<file path="config.mk">
export PLATFORM = sky130hd
export DESIGN_NAME = control_sequencer
export DESIGN_NICKNAME = d
export VERILOG_FILES = /design/src/rtl/control_sequencer.sv
export SDC_FILE = /design/constraint.sdc
export NUM_CORES = 1
export LEC_CHECK = 0
export BUFFER_PORTS_ARGS = -buffer_cell sky130_fd_sc_hd__buf_2
export CORE_MARGIN = 1.5
export CORE_UTILIZATION = 38
export DETAILED_ROUTE_END_ITERATION = 10
export GPL_ROUTABILITY_DRIVEN = 0
export MAX_ROUTING_LAYER = met4
export PLACE_DENSITY = 0.81
export SLEW_MARGIN = 20
export SYNTH_ARGS = -nofsm -noshare
export SYNTH_HDL_FRONTEND = slang
export SYNTH_SLANG_ARGS = --single-unit
</file>
<file path="constraint.sdc">
create_clock -name Clock -period 1.95 [get_ports Clock]
set_clock_uncertainty 0.2 [all_clocks]
set_input_delay 0 -clock Clock [delete_from_list [all_inputs] [get_ports Clock]]
set_output_delay 0 -clock Clock [all_outputs]
set_load 0.02 [all_outputs]
</file>
<file path="src/rtl/control_sequencer.sv">
// Moore control sequencer: timed strobes for fetch (T0-T2) and reg-reg execute (T3-T6).
// Optional build macro ILLEGAL_TRAP_EN: illegal opcodes trap to HALT and raise fault.
module control_sequencer #(
  parameter int OPW  = 5,
  parameter int RSW  = 4,
  parameter int NREG = 16
) (
  input  logic            Clock,
  input  logic            clear,
  input  logic            Start,
  input  logic            Stop,
  input  logic            Mem_ready,
  input  logic [31:0]     IR,
  output logic            PCout,
  output logic            MARin,
  output logic            IncPC,
  output logic            Zin,
  output logic            Zlowout,
  output logic            Zhighout,
  output logic            PCin,
  output logic            Read,
  output logic            MDRin,
  output logic            MDRout,
  output logic            IRin,
  output logic            Yin,
  output logic            HIin,
  output logic            LOin,
  output logic [NREG-1:0] Rin,
  output logic [NREG-1:0] Rout,
  output logic [OPW-1:0]  alu_op,
  output logic            Run,
  output logic            fault
);

  typedef enum logic [3:0] {
    IDLE, T0, T1, T1W, T2, T3, T4, T5, T6, HALT
  } state_t;

  localparam logic [OPW-1:0] OP_ADD  = OPW'(5'b00011);
  localparam logic [OPW-1:0] OP_SUB  = OPW'(5'b00100);
  localparam logic [OPW-1:0] OP_AND  = OPW'(5'b00101);
  localparam logic [OPW-1:0] OP_OR   = OPW'(5'b00110);
  localparam logic [OPW-1:0] OP_SHR  = OPW'(5'b00111);
  localparam logic [OPW-1:0] OP_SHL  = OPW'(5'b01000);
  localparam logic [OPW-1:0] OP_ROR  = OPW'(5'b01001);
  localparam logic [OPW-1:0] OP_ROL  = OPW'(5'b01010);
  localparam logic [OPW-1:0] OP_MUL  = OPW'(5'b01111);
  localparam logic [OPW-1:0] OP_DIV  = OPW'(5'b10000);
  localparam logic [OPW-1:0] OP_HALT = OPW'(5'b11011);

  state_t         state, next_state;
  logic [OPW-1:0] opcode;
  logic [RSW-1:0] ra, rb, rc;
  logic           is_alu, is_muldiv, is_halt, trap;
  logic           unused_ir_bits;

  assign opcode         = IR[31 -: OPW];
  assign ra             = IR[31-OPW -: RSW];
  assign rb             = IR[31-OPW-RSW -: RSW];
  assign rc             = IR[31-OPW-2*RSW -: RSW];
  assign unused_ir_bits = ^IR[31-OPW-3*RSW:0];

  function automatic logic [NREG-1:0] onehot(input logic [RSW-1:0] sel);
    onehot = {{(NREG-1){1'b0}}, 1'b1} << sel;
  endfunction

  always_comb begin
    is_muldiv = (opcode == OP_MUL) || (opcode == OP_DIV);
    is_alu    = is_muldiv || (opcode inside {OP_ADD, OP_SUB, OP_AND, OP_OR,
                                             OP_SHR, OP_SHL, OP_ROR, OP_ROL});
    is_halt   = (opcode == OP_HALT);
  end

`ifdef ILLEGAL_TRAP_EN
  localparam logic [OPW-1:0] OP_NOP = OPW'(5'b11000);
  logic fault_q;

  assign trap  = !(is_alu || is_halt || (opcode == OP_NOP));
  assign fault = fault_q;

  // Sticky trap flag, raised on the decode cycle that sends an illegal opcode to HALT
  always_ff @(posedge Clock or negedge clear) begin
    if (!clear)                  fault_q <= 1'b0;
    else if (state == T3 && trap) fault_q <= 1'b1;
  end
`else
  assign trap  = 1'b0;
  assign fault = 1'b0;
`endif

  always_ff @(posedge Clock or negedge clear) begin
    if (!clear) state <= IDLE;
    else        state <= next_state;
  end

  // Instruction boundaries (nop decode, end of T5/T6) are the only places Stop is seen
  always_comb begin
    next_state = state;
    case (state)
      IDLE: if (Start) next_state = T0;
      T0:   next_state = T1;
      T1:   next_state = Mem_ready ? T2 : T1W;
      T1W:  if (Mem_ready) next_state = T2;
      T2:   next_state = T3;
      T3: begin
        if (is_alu)              next_state = T4;
        else if (is_halt || trap) next_state = HALT;
        else                     next_state = Stop ? IDLE : T0;
      end
      T4:   next_state = T5;
      T5: begin
        if (is_muldiv) next_state = T6;
        else           next_state = Stop ? IDLE : T0;
      end
      T6:   next_state = Stop ? IDLE : T0;
      HALT: next_state = HALT;
      default: next_state = IDLE;
    endcase
  end

  always_comb begin
    PCout    = 1'b0;
    MARin    = 1'b0;
    IncPC    = 1'b0;
    Zin      = 1'b0;
    Zlowout  = 1'b0;
    Zhighout = 1'b0;
    PCin     = 1'b0;
    Read     = 1'b0;
    MDRin    = 1'b0;
    MDRout   = 1'b0;
    IRin     = 1'b0;
    Yin      = 1'b0;
    HIin     = 1'b0;
    LOin     = 1'b0;
    Rin      = '0;
    Rout     = '0;
    alu_op   = '0;
    Run      = (state != IDLE) && (state != HALT);
    case (state)
      T0: begin
        PCout = 1'b1;
        MARin = 1'b1;
        IncPC = 1'b1;
        Zin   = 1'b1;
      end
      T1: begin
        Zlowout = 1'b1;
        PCin    = 1'b1;
        Read    = 1'b1;
        MDRin   = 1'b1;
      end
      T1W: begin
        Read  = 1'b1;
        MDRin = 1'b1;
      end
      T2: begin
        MDRout = 1'b1;
        IRin   = 1'b1;
      end
      // Non-ALU opcodes spend this cycle decoding with all strobes idle
      T3: begin
        if (is_alu) begin
          Rout = onehot(rb);
          Yin  = 1'b1;
        end
      end
      T4: begin
        Rout   = onehot(rc);
        Zin    = 1'b1;
        alu_op = opcode;
      end
      T5: begin
        Zlowout = 1'b1;
        if (is_muldiv) LOin = 1'b1;
        else           Rin  = onehot(ra);
      end
      T6: begin
        Zhighout = 1'b1;
        HIin     = 1'b1;
      end
      default: ;
    endcase
  end

endmodule

</file>
==> reports/qor.csv, run 1 <==
stage,metric,value,unit
run_status,outcome,finished with violations,
run_status,violations,setup timing,
routing,vias,1622,
synth,synth_cell_types,42,
pwr,switching_share,54.19,%
pwr,p_per_area,784.2,nW/µm²
floorplan,ios,90,
sta,hold_slack,0.01907,ns
cts,clock_path_buffers,2,
routing,ant_nets,0,
pwr,switching_power,811.9,µW
pwr,combPwrFrac,83.1,%
routing,met3_length,417,µm
critical_path,crit_path_end_kind,output pin,
pwr,p_int,686.5,µW
synth,syn_avg_cell_area,6.589,µm²
sta,tightest_slew,0.6298,ns
final_layout,drive_above_1_share,53.75,%
sta,setup_ws,-0.02435,ns
critical_path,required,1.75,ns
routing,drc_errors,0,
routing,drt-met1-wl,1702,µm
final_layout,fillCellCount,183,
cts,h-tree-depth,1,
critical_path,rr_startpoint,state[2]$_DFFE_PN0P_,
sta,finalCriticalPeriod,1.974,ns
synth,synthFlopType,dfrtp_1,
critical_path,start_kind,flip-flop,
synth,ys_seq_elements,4,
routing,via_per_inst,6.007,
final_layout,stdcell_area,1911,µm²
final_layout,largest_reg_flops,4,
routing,detail_route.iter0.violations,69,
synth,ys_seq_area_share,9.864,%
final_layout,multiInputGateArea,1077,µm²
sta,slew_violations,0,
floorplan,fp.dieW,54.68,µm
placed_design,io_buffer_count,73,
routing,met2_length,2216,µm
floorplan,initial_core_util,40.59,%
final_layout,final_nets,279,
critical_path,r2r-end,state[0]$_DFFE_PN0P_,
routing,wire_per_inst,16.22,µm
cts,path_clk_slew,0.04,ns
sta,rsz0062_at_grt,yes,
routing,firstDrtPassIters,6,
final_layout,finalCoreUtilization,76.43,%
routing,finalWirelength,4379,µm
placed_design,dp_slack,-0.06103,ns
floorplan,row_count,18,
final_layout,seq_area,100.1,µm²
critical_path,r2r_slack,0.15,ns
floorplan,die-area,2989,µm²
final_layout,regMostFlops,state,
final_layout,syn2layout_area_growth,88.29,%
synth,syn_inst,154,
hold_path,hold_class,input pin to flip-flop,
critical_path,worstPathArrival,1.77,ns
floorplan,core_area,2500,µm²
synth,ys_async_sr_fraction,100.0,%
critical_path,critPathMaxFanout,7,
grt,grt_pass1_vias,1322,
routing,top_layer_used,met4,
grt,grtUsageTotal,25.96,%
final_layout,final_common_cell,buf_2,
critical_path,critPathLaunch,state[3]$_DFFE_PN0P_,
sta,fmax,506.5,MHz
pwr,ir_worst_vdd,0.0009219,V
grt,grt_max_degree,18,
sta,min_period_over_period,101.2,%
sta,hold_viol_final,0,
placed_design,place.detailed.hpwl,2674,µm
cts,insertion_delay,0.23,ns
final_layout,antennaDiodeCount,0,
cts,cts_tree,built,
floorplan,die-height,54.68,µm
critical_path,r2r_cells,5,
cts,numCtsBuffers,3,
pwr,p_total,1498,µW
synth,ys_warn_count,0,
pwr,p_clk_share,7.0,%
final_layout,top_regs,state: 4 flops,
synth,synth_edf_count,0,
synth,syn_nets,191,
synth,synth_area,1015,µm²
cts,clock-sinks,4,
placed_design,place_area,1470,µm²
cts,root_buffer,clkbuf_4,
grt,antenna_found_initial,0,
pwr,p_leak,0.0008702,µW
flow_run,maxCapViolations,0,
critical_path,endpoint,Rin[4],
grt,overflow,0,
grt,grt_pass1_wl,5630,µm
pwr,pwr-share-seq,9.9,%
sta,slew_headroom,57.42,%
critical_path,worst-setup-path-type,flip-flop to output pin,
final_layout,final_cell_mix,"buf_2 (53), nor2_1 (22), buf_4 (21)",
sta,finalSetupViolCount,6,
synthesized netlist by cell type, drive strengths merged, types with 2 or more instances:
library cell / count / area (µm²)
nor3: 9 / 50.05
o41ai: 5 / 43.79
o21ai: 2 / 13.76
nor3b: 2 / 15.01
or2: 3 / 18.77
and3: 4 / 25.02
nand2b: 9 / 56.30
nand2: 20 / 75.07
o31ai: 12 / 90.09
and2: 6 / 37.54
buf: 7 / 56.30
dfrtp: 4 / 100.1
a21oi: 3 / 15.01
nand4: 2 / 12.51
a311oi: 2 / 17.52
inv: 5 / 18.77
clkbuf: 5 / 18.77
nor2b: 3 / 18.77
nand4b: 4 / 35.03
nand3: 6 / 30.03
nor2: 23 / 86.33
per-stage QoR:
stage	cells	TNS, ns
6_report	270	-0.1011
5_1_grt	270	-0.9193
4_1_cts	266	-0.2547
3_5_place_dp	256	-0.3148
3_3_place_gp	256	0
2_1_floorplan	154	-0.4488
logic make-up (layout without fill, tap and decap cells):
| kind of cell | Yosys count | count (layout) | share of synthesized area (%) |
|---|---|---|---|
| other | 1 | 1 | 0.3696 |
| buffers and inverters | 17 | 103 | 9.248 |
| and+or+nand+nor | 98 | 98 | 52.65 |
| DFF | 4 | 4 | 9.865 |
| AOI/OAI and AO/OA | 34 | 34 | 27.87 |
power by group through the flow:
stage	Combinational (µW)	Clock, µW	Sequential, µW
finish	1240	105	149
global route	1330	116	149
CTS	1060	101	142
detailed placement	1000	0	134
global placement	981	0	133
floorplan	711	0	142
worst min-delay path by stage:
stage	start	endpoint	slack, ns	cells past startpoint
6_report	IR[31]	state[1]$_DFFE_PN0P_	0.02	4
5_1_grt	IR[31]	state[1]$_DFFE_PN0P_	0.06	4
4_1_cts	IR[31]	state[1]$_DFFE_PN0P_	0.008	4
3_5_place_dp	clear	state[2]$_DFFE_PN0P_	-0.39	1
3_3_place_gp	clear	state[1]$_DFFE_PN0P_	-0.39	1
2_1_floorplan	clear	state[0]$_DFFE_PN0P_	-0.50	0
critical path, stage by stage (launching register included):
cell and delay [ns]:
dfrtp_1 0.40, buf_6 0.14, nand4b_1 0.18, or4b_4 0.54, nor2_1 0.12, buf_4 0.15
layout make-up:
type	instances	share of cell area [%]
Clock buffer	3	1.179
Tap cell	30	1.965
Sequential cell	4	5.239
Inverter	5	0.9823
Multi-Input combinational cell	133	56.38
Timing Repair Buffer	95	34.25
layer usage:
metal | up-vias | global-route usage, %
met5 | - | -
met4 | 0 | 6.667
met3 | 10 | 6.557
met2 | 107 | 43.65
met1 | 764 | 30.56
li1 | 741 | -
repair_timing:
action                                 4_1_cts  5_1_grt
setup endpoints to repair                   21       28
setup buffers                                3        4
gates cloned                                 0        0
hold buffers                                 4        0
gates resized for setup                     25       43
endpoints found under the hold margin        7        0
pin swaps                                    1       19
Power figures use the tool's default switching activity.
==> run 2: changes to the inputs <==
- GPL_TIMING_DRIVEN: default -> 0
==> run 2 against run 1 <==
The flow still finishes with violations (setup timing); cell count unchanged; combinational power down 5%; via count up 2.8%; clock power about the same; largest power group unchanged.
==> reports/qor.csv, run 2 (synthesized netlist as in run 1, its figures left out) <==
stage,metric,value,unit
placed_design,place.detailed.hpwl,2641,µm
cts,clock-sinks,4,
grt,grt_pass1_wl,5878,µm
pwr,p_int,672.8,µW
grt,grt_pass1_vias,1366,
final_layout,top_regs,state: 4 flops,
pwr,p_per_area,756.7,nW/µm²
sta,slew_violations,0,
final_layout,antennaDiodeCount,0,
grt,grt_max_degree,11,
pwr,p_clk_share,7.3,%
final_layout,largest_reg_flops,4,
final_layout,final_cell_mix,"buf_2 (42), buf_4 (27), nand2_1 (20), nor2_1 (20), buf_6 (15)",
sta,finalSetupViolCount,17,
cts,numCtsBuffers,3,
routing,drc_errors,0,
pwr,pwr-share-seq,13.3,%
sta,fmax,469.0,MHz
pwr,combPwrFrac,79.4,%
final_layout,syn2layout_area_growth,92.85,%
floorplan,die-area,2989,µm²
cts,h-tree-depth,1,
sta,tightest_slew,0.6303,ns
cts,clock_path_buffers,2,
run_status,outcome,finished with violations,
floorplan,initial_core_util,40.59,%
final_layout,drive_above_1_share,55.00,%
floorplan,ios,90,
grt,antenna_found_initial,0,
placed_design,io_buffer_count,73,
final_layout,fillCellCount,176,
critical_path,worst-setup-path-type,flip-flop to output pin,
floorplan,core_area,2500,µm²
routing,firstDrtPassIters,5,
flow_run,maxCapViolations,0,
critical_path,critPathMaxFanout,7,
sta,rsz0062_at_grt,yes,
hold_path,whs_path_depth,4,
critical_path,rr_startpoint,state[3]$_DFFE_PN0P_,
critical_path,required,1.75,ns
pwr,p_leak,0.0008675,µW
pwr,switching_share,54.57,%
critical_path,start_kind,flip-flop,
cts,path_clk_slew,0.04,ns
grt,grtUsageTotal,27.91,%
floorplan,die-height,54.68,µm
critical_path,slowest_delay,0.45,ns
run_status,violations,setup timing,
cts,insertion_delay,0.24,ns
placed_design,dp_slack,-0.1536,ns
placed_design,dpl.cell_count,257,
routing,detail_route.iter0.violations,83,
floorplan,fp.dieW,54.68,µm
critical_path,critical_path.slowest_cell,dfrtp_2,
final_layout,regMostFlops,state,
critical_path,path_cells,nor2b_4 -> nor3b_4 -> o21ai_4 -> clkbuf_16 -> o31ai_4 -> buf_6,
critical_path,r2r_cells,5,
pwr,p_total,1481,µW
hold_path,hold_class,input pin to flip-flop,
routing,via_per_inst,6.174,
pwr,ir_worst_vdd,0.001008,V
critical_path,critPathBufInv,2,
final_layout,final_common_cell,buf_2,
final_layout,final_nets,279,
final_layout,finalNonFillerCells,270,
floorplan,row_count,18,
routing,ant_nets,0,
final_layout,finalCoreUtilization,78.28,%
critical_path,critPathLaunch,state[3]$_DFFE_PN0P_,
sta,hold_viol_final,0,
cts,cts_tree,built,
final_layout,seq_area,105.1,µm²
routing,wire_per_inst,17.79,µm
sta,min_period_over_period,109.3,%
cts,root_buffer,clkbuf_4,
sta,setup_ws,-0.1821,ns
final_layout,multiInputGateArea,1076,µm²
sta,finalCriticalPeriod,2.132,ns
critical_path,worstPathArrival,1.93,ns
critical_path,crit_path_end_kind,output pin,
pwr,switching_power,808.0,µW
grt,overflow,0,
routing,finalWirelength,4802,µm
hold_path,worstHoldStart,IR[31],
critical_path,cp.depth,6,
routing,vias,1667,
critical_path,crit_family,flip-flops,
sta,slew_headroom,57.98,%
[run 2: cell count changes in the layout (fill, tap and decap cells not counted), moves of 3 or more]
| cell | delta |
|---|---|
| dfrtp_1 | -4 |
| dfrtp_2 | +4 |
| buf_4 | +6 |
| nor2_4 | +3 |
| buf_2 | -11 |
[run 2: worst min-delay path: stages]
cell,delay [ns]
buf_2,0.16
a2111oi_4,0.06
nor2_1,0.13
a311oi_1,0.12
[run 2: cell type report]
class | count | share of cell area [%]
Tap cell | 30 | 1.918
Buffer | 11 | 4.348
Multi-Input combinational cell | 133 | 54.99
Timing Repair Buffer | 84 | 31.27
Sequential cell | 4 | 5.371
Clock buffer | 3 | 1.151
Inverter | 5 | 0.9591
[run 2: worst paths after layout]
path | to | slack [ns]
worst max register to register | state[0]$_DFFE_PN0P_ | 0.24
worst max-delay path | Rout[10] | -0.18
min in group asynchronous | state[0]$_DFFE_PN0P_ | 0.45
worst min register to register | state[1]$_DFFE_PN0P_ | 0.58
max in group asynchronous | state[2]$_DFFE_PN0P_ | 0.92
worst min-delay path | state[1]$_DFFE_PN0P_ | 0.08
[run 2: repair_timing]
item                       4_1_cts  5_1_grt
resized for setup               39       51
hold buffers                     5        0
pin swaps                        2       25
setup buffers                    3        2
gates cloned                     0        1
setup endpoints to repair       36       36
hold endpoints to repair         7        0
[run 2: power by group through the flow]
| stage | clock (µW) | combinational [µW] | sequential, µW |
|---|---|---|---|
| after global placement | 0 | 968 | 150 |
| after global routing | 116 | 1260 | 203 |
| after floorplan | 0 | 711 | 142 |
| final | 108 | 1180 | 197 |
| after CTS | 112 | 1060 | 185 |
| after detailed placement | 0 | 978 | 150 |
[run 2: layer usage]
| layer | track usage [%] | routed length [µm] |
|---|---|---|
| met1 | 33.28 | 1727 |
| met2 | 45.24 | 2437 |
| met3 | 4.645 | 530 |
| met4 | 13.33 | 106 |
| met5 | - | 0 |
[run 2: through the flow]
stage,instance area [µm²],setup TNS [ns],hold slack (ns)
global placement,1463,-1.313,-0.3962
detailed placement,1463,-1.052,-0.3952
CTS,1705,-0.3394,0.0001395
floorplan,1060,-0.4488,-0.4956
finish,1957,-1.796,0.07552
global route,1957,-3.016,0.05264
==> run 3: changes to the inputs <==
- SETUP_SLACK_MARGIN: default -> 0.02
==> run 3 against run 2 <==
The flow still finishes with violations (setup timing); final area is 2.4% lower; sequential power increased by 4%; global-route usage decreased by 0.058 points; die area unchanged; flip-flop and latch count unchanged; combinational power barely moved; register-to-register slack worse by 0.05 ns; critical path type unchanged; largest cell class unchanged.
==> reports/qor.csv, run 3 (synthesized netlist as in run 1, its figures left out) <==
stage,metric,value,unit
grt,grt_pass1_wl,5885,µm
final_layout,syn2layout_area_growth,88.16,%
grt,grt_pass1_vias,1386,
sta,fmax,456.7,MHz
floorplan,die-height,54.68,µm
cts,clock_path_buffers,2,
flow_run,maxCapViolations,0,
pwr,p_leak,0.0008614,µW
pwr,switching_share,54.51,%
floorplan,core_area,2500,µm²
floorplan,die-area,2989,µm²
pwr,pwr-share-seq,13.6,%
cts,root_buffer,clkbuf_4,
critical_path,critPathMaxFanout,5,
critical_path,worst-setup-path-type,flip-flop to output pin,
cts,cts_tree,built,
routing,finalWirelength,4565,µm
cts,clock-sinks,4,
routing,detail_route.iter0.violations,95,
cts,path_clk_slew,0.04,ns
pwr,switching_power,817.4,µW
final_layout,regMostFlops,state,
final_layout,fillCellCount,179,
sta,min_period_over_period,112.3,%
pwr,p_per_area,785.3,nW/µm²
placed_design,io_buffer_count,73,
final_layout,stdcell_area,1909,µm²
final_layout,final_nets,280,
floorplan,row_count,18,
final_layout,final_common_cell,buf_2,
sta,final.setup.tns,-1.760,ns
run_status,violations,setup timing,
routing,drc_errors,0,
final_layout,multiInputGateArea,1051,µm²
pwr,ir_worst_vdd,0.0008975,V
cts,insertion_delay,0.25,ns
run_status,outcome,finished with violations,
critical_path,start_kind,flip-flop,
pwr,combPwrFrac,78.9,%
sta,slew_headroom,58.72,%
final_layout,seq_area,105.1,µm²
critical_path,crit_path_end_kind,output pin,
routing,wire_per_inst,16.85,µm
final_layout,largest_reg_flops,4,
sta,finalCriticalPeriod,2.190,ns
pwr,p_int,682.1,µW
critical_path,required,1.75,ns
grt,grt_max_degree,11,
floorplan,ios,90,
final_layout,drive_above_1_share,56.43,%
sta,slew_violations,0,
sta,setup_ws,-0.2396,ns
sta,hold_viol_final,0,
sta,tightest_slew,0.6192,ns
placed_design,dp_slack,-0.1536,ns
sta,hold_slack,0.02581,ns
critical_path,worstPathArrival,1.99,ns
routing,via_per_inst,6.048,
pwr,p_clk_share,7.4,%
grt,antenna_found_initial,0,
floorplan,fp.dieW,54.68,µm
sta,rsz0062_at_grt,yes,
sta,finalSetupViolCount,17,
final_layout,top_regs,state: 4 flops,
routing,ant_nets,0,
final_layout,final_cell_mix,"buf_2 (44), buf_4 (31), nand2_1 (20)",
grt,overflow,0,
routing,vias,1639,
cts,numCtsBuffers,3,
final_layout,antennaDiodeCount,0,
placed_design,place.detailed.hpwl,2641,µm
hold_path,hold_class,input pin to flip-flop,
routing,firstDrtPassIters,5,
grt,grtUsageTotal,27.85,%
placed_design,place_area,1463,µm²
floorplan,initial_core_util,40.59,%
cts,h-tree-depth,1,
[run 3: changes by cell type in the layout (fill, tap and decap cells not counted), sizes merged]
cell    before  now
buf         85   87
clkbuf       8    7
[run 3: layer usage]
metal / vias up / share of wire, % / GRT usage (%) / routed length [µm]
met4: 0 / 3.0 / 14.17 / 139
met2: 135 / 49 / 44.84 / 2253
met3: 17 / 11 / 4.645 / 518
met1: 747 / 36 / 33.11 / 1653
li1: 740 / - / - / -
met5: - / 0 / - / 0
[run 3: final timing paths]
check / start / end / slack (ns) / depth (start not counted)
setup reg to reg: state[3]$_DFFE_PN0P_ / state[0]$_DFFE_PN0P_ / 0.19 / 5
min in group asynchronous: clear / state[0]$_DFFE_PN0P_ / 0.43 / 3
hold / removal: IR[31] / state[1]$_DFFE_PN0P_ / 0.03 / 4
hold reg to reg: state[2]$_DFFE_PN0P_ / state[1]$_DFFE_PN0P_ / 0.59 / 2
max in group asynchronous: clear / state[2]$_DFFE_PN0P_ / 0.94 / 3
setup / recovery: state[2]$_DFFE_PN0P_ / Rout[4] / -0.24 / 6
[run 3: timing repair]
action / in CTS / in global routing
hold buffers: 5 / 0
pin swaps: 7 / 10
resized for setup: 39 / 44
setup buffers: 5 / 2
endpoints found under the hold margin: 7 / 0
setup endpoints to repair: 36 / 36
[run 3: worst max-delay path, stage by stage (launching register included)]
cell and delay (ns):
dfrtp_2 0.41, nor2b_4 0.17, nor3b_4 0.28, o21ai_4 0.14, buf_12 0.16, o41ai_2 0.36, buf_4 0.21
[run 3: cell type report]
type	instances	share of cell area (%)
inverters	5	0.9830
multi-input cells	133	55.05
clock buffers	3	1.180
well taps	30	1.966
repair buffers	85	31.13
flip-flops and latches	4	5.505
plain buffers	11	4.194
[run 3: through the flow]
| stage | power [µW] | cells | util [%] |
|---|---|---|---|
| after floorplan | 852.7 | 154 | - |
| after global placement | 1118 | 257 | 58.51 |
| after detailed placement | 1129 | 257 | 58.51 |
| after CTS | 1365 | 269 | 68.82 |
| after global routing | 1591 | 271 | 76.38 |
| final | 1499 | 271 | 76.38 |
[run 3: power groups by stage]
stage / clock network [µW] / logic, µW / registers, µW
2_1_floorplan: 0 / 711 / 142
3_3_place_gp: 0 / 968 / 150
3_5_place_dp: 0 / 978 / 150
4_1_cts: 112 / 1070 / 185
5_1_grt: 118 / 1270 / 208
6_report: 112 / 1180 / 204
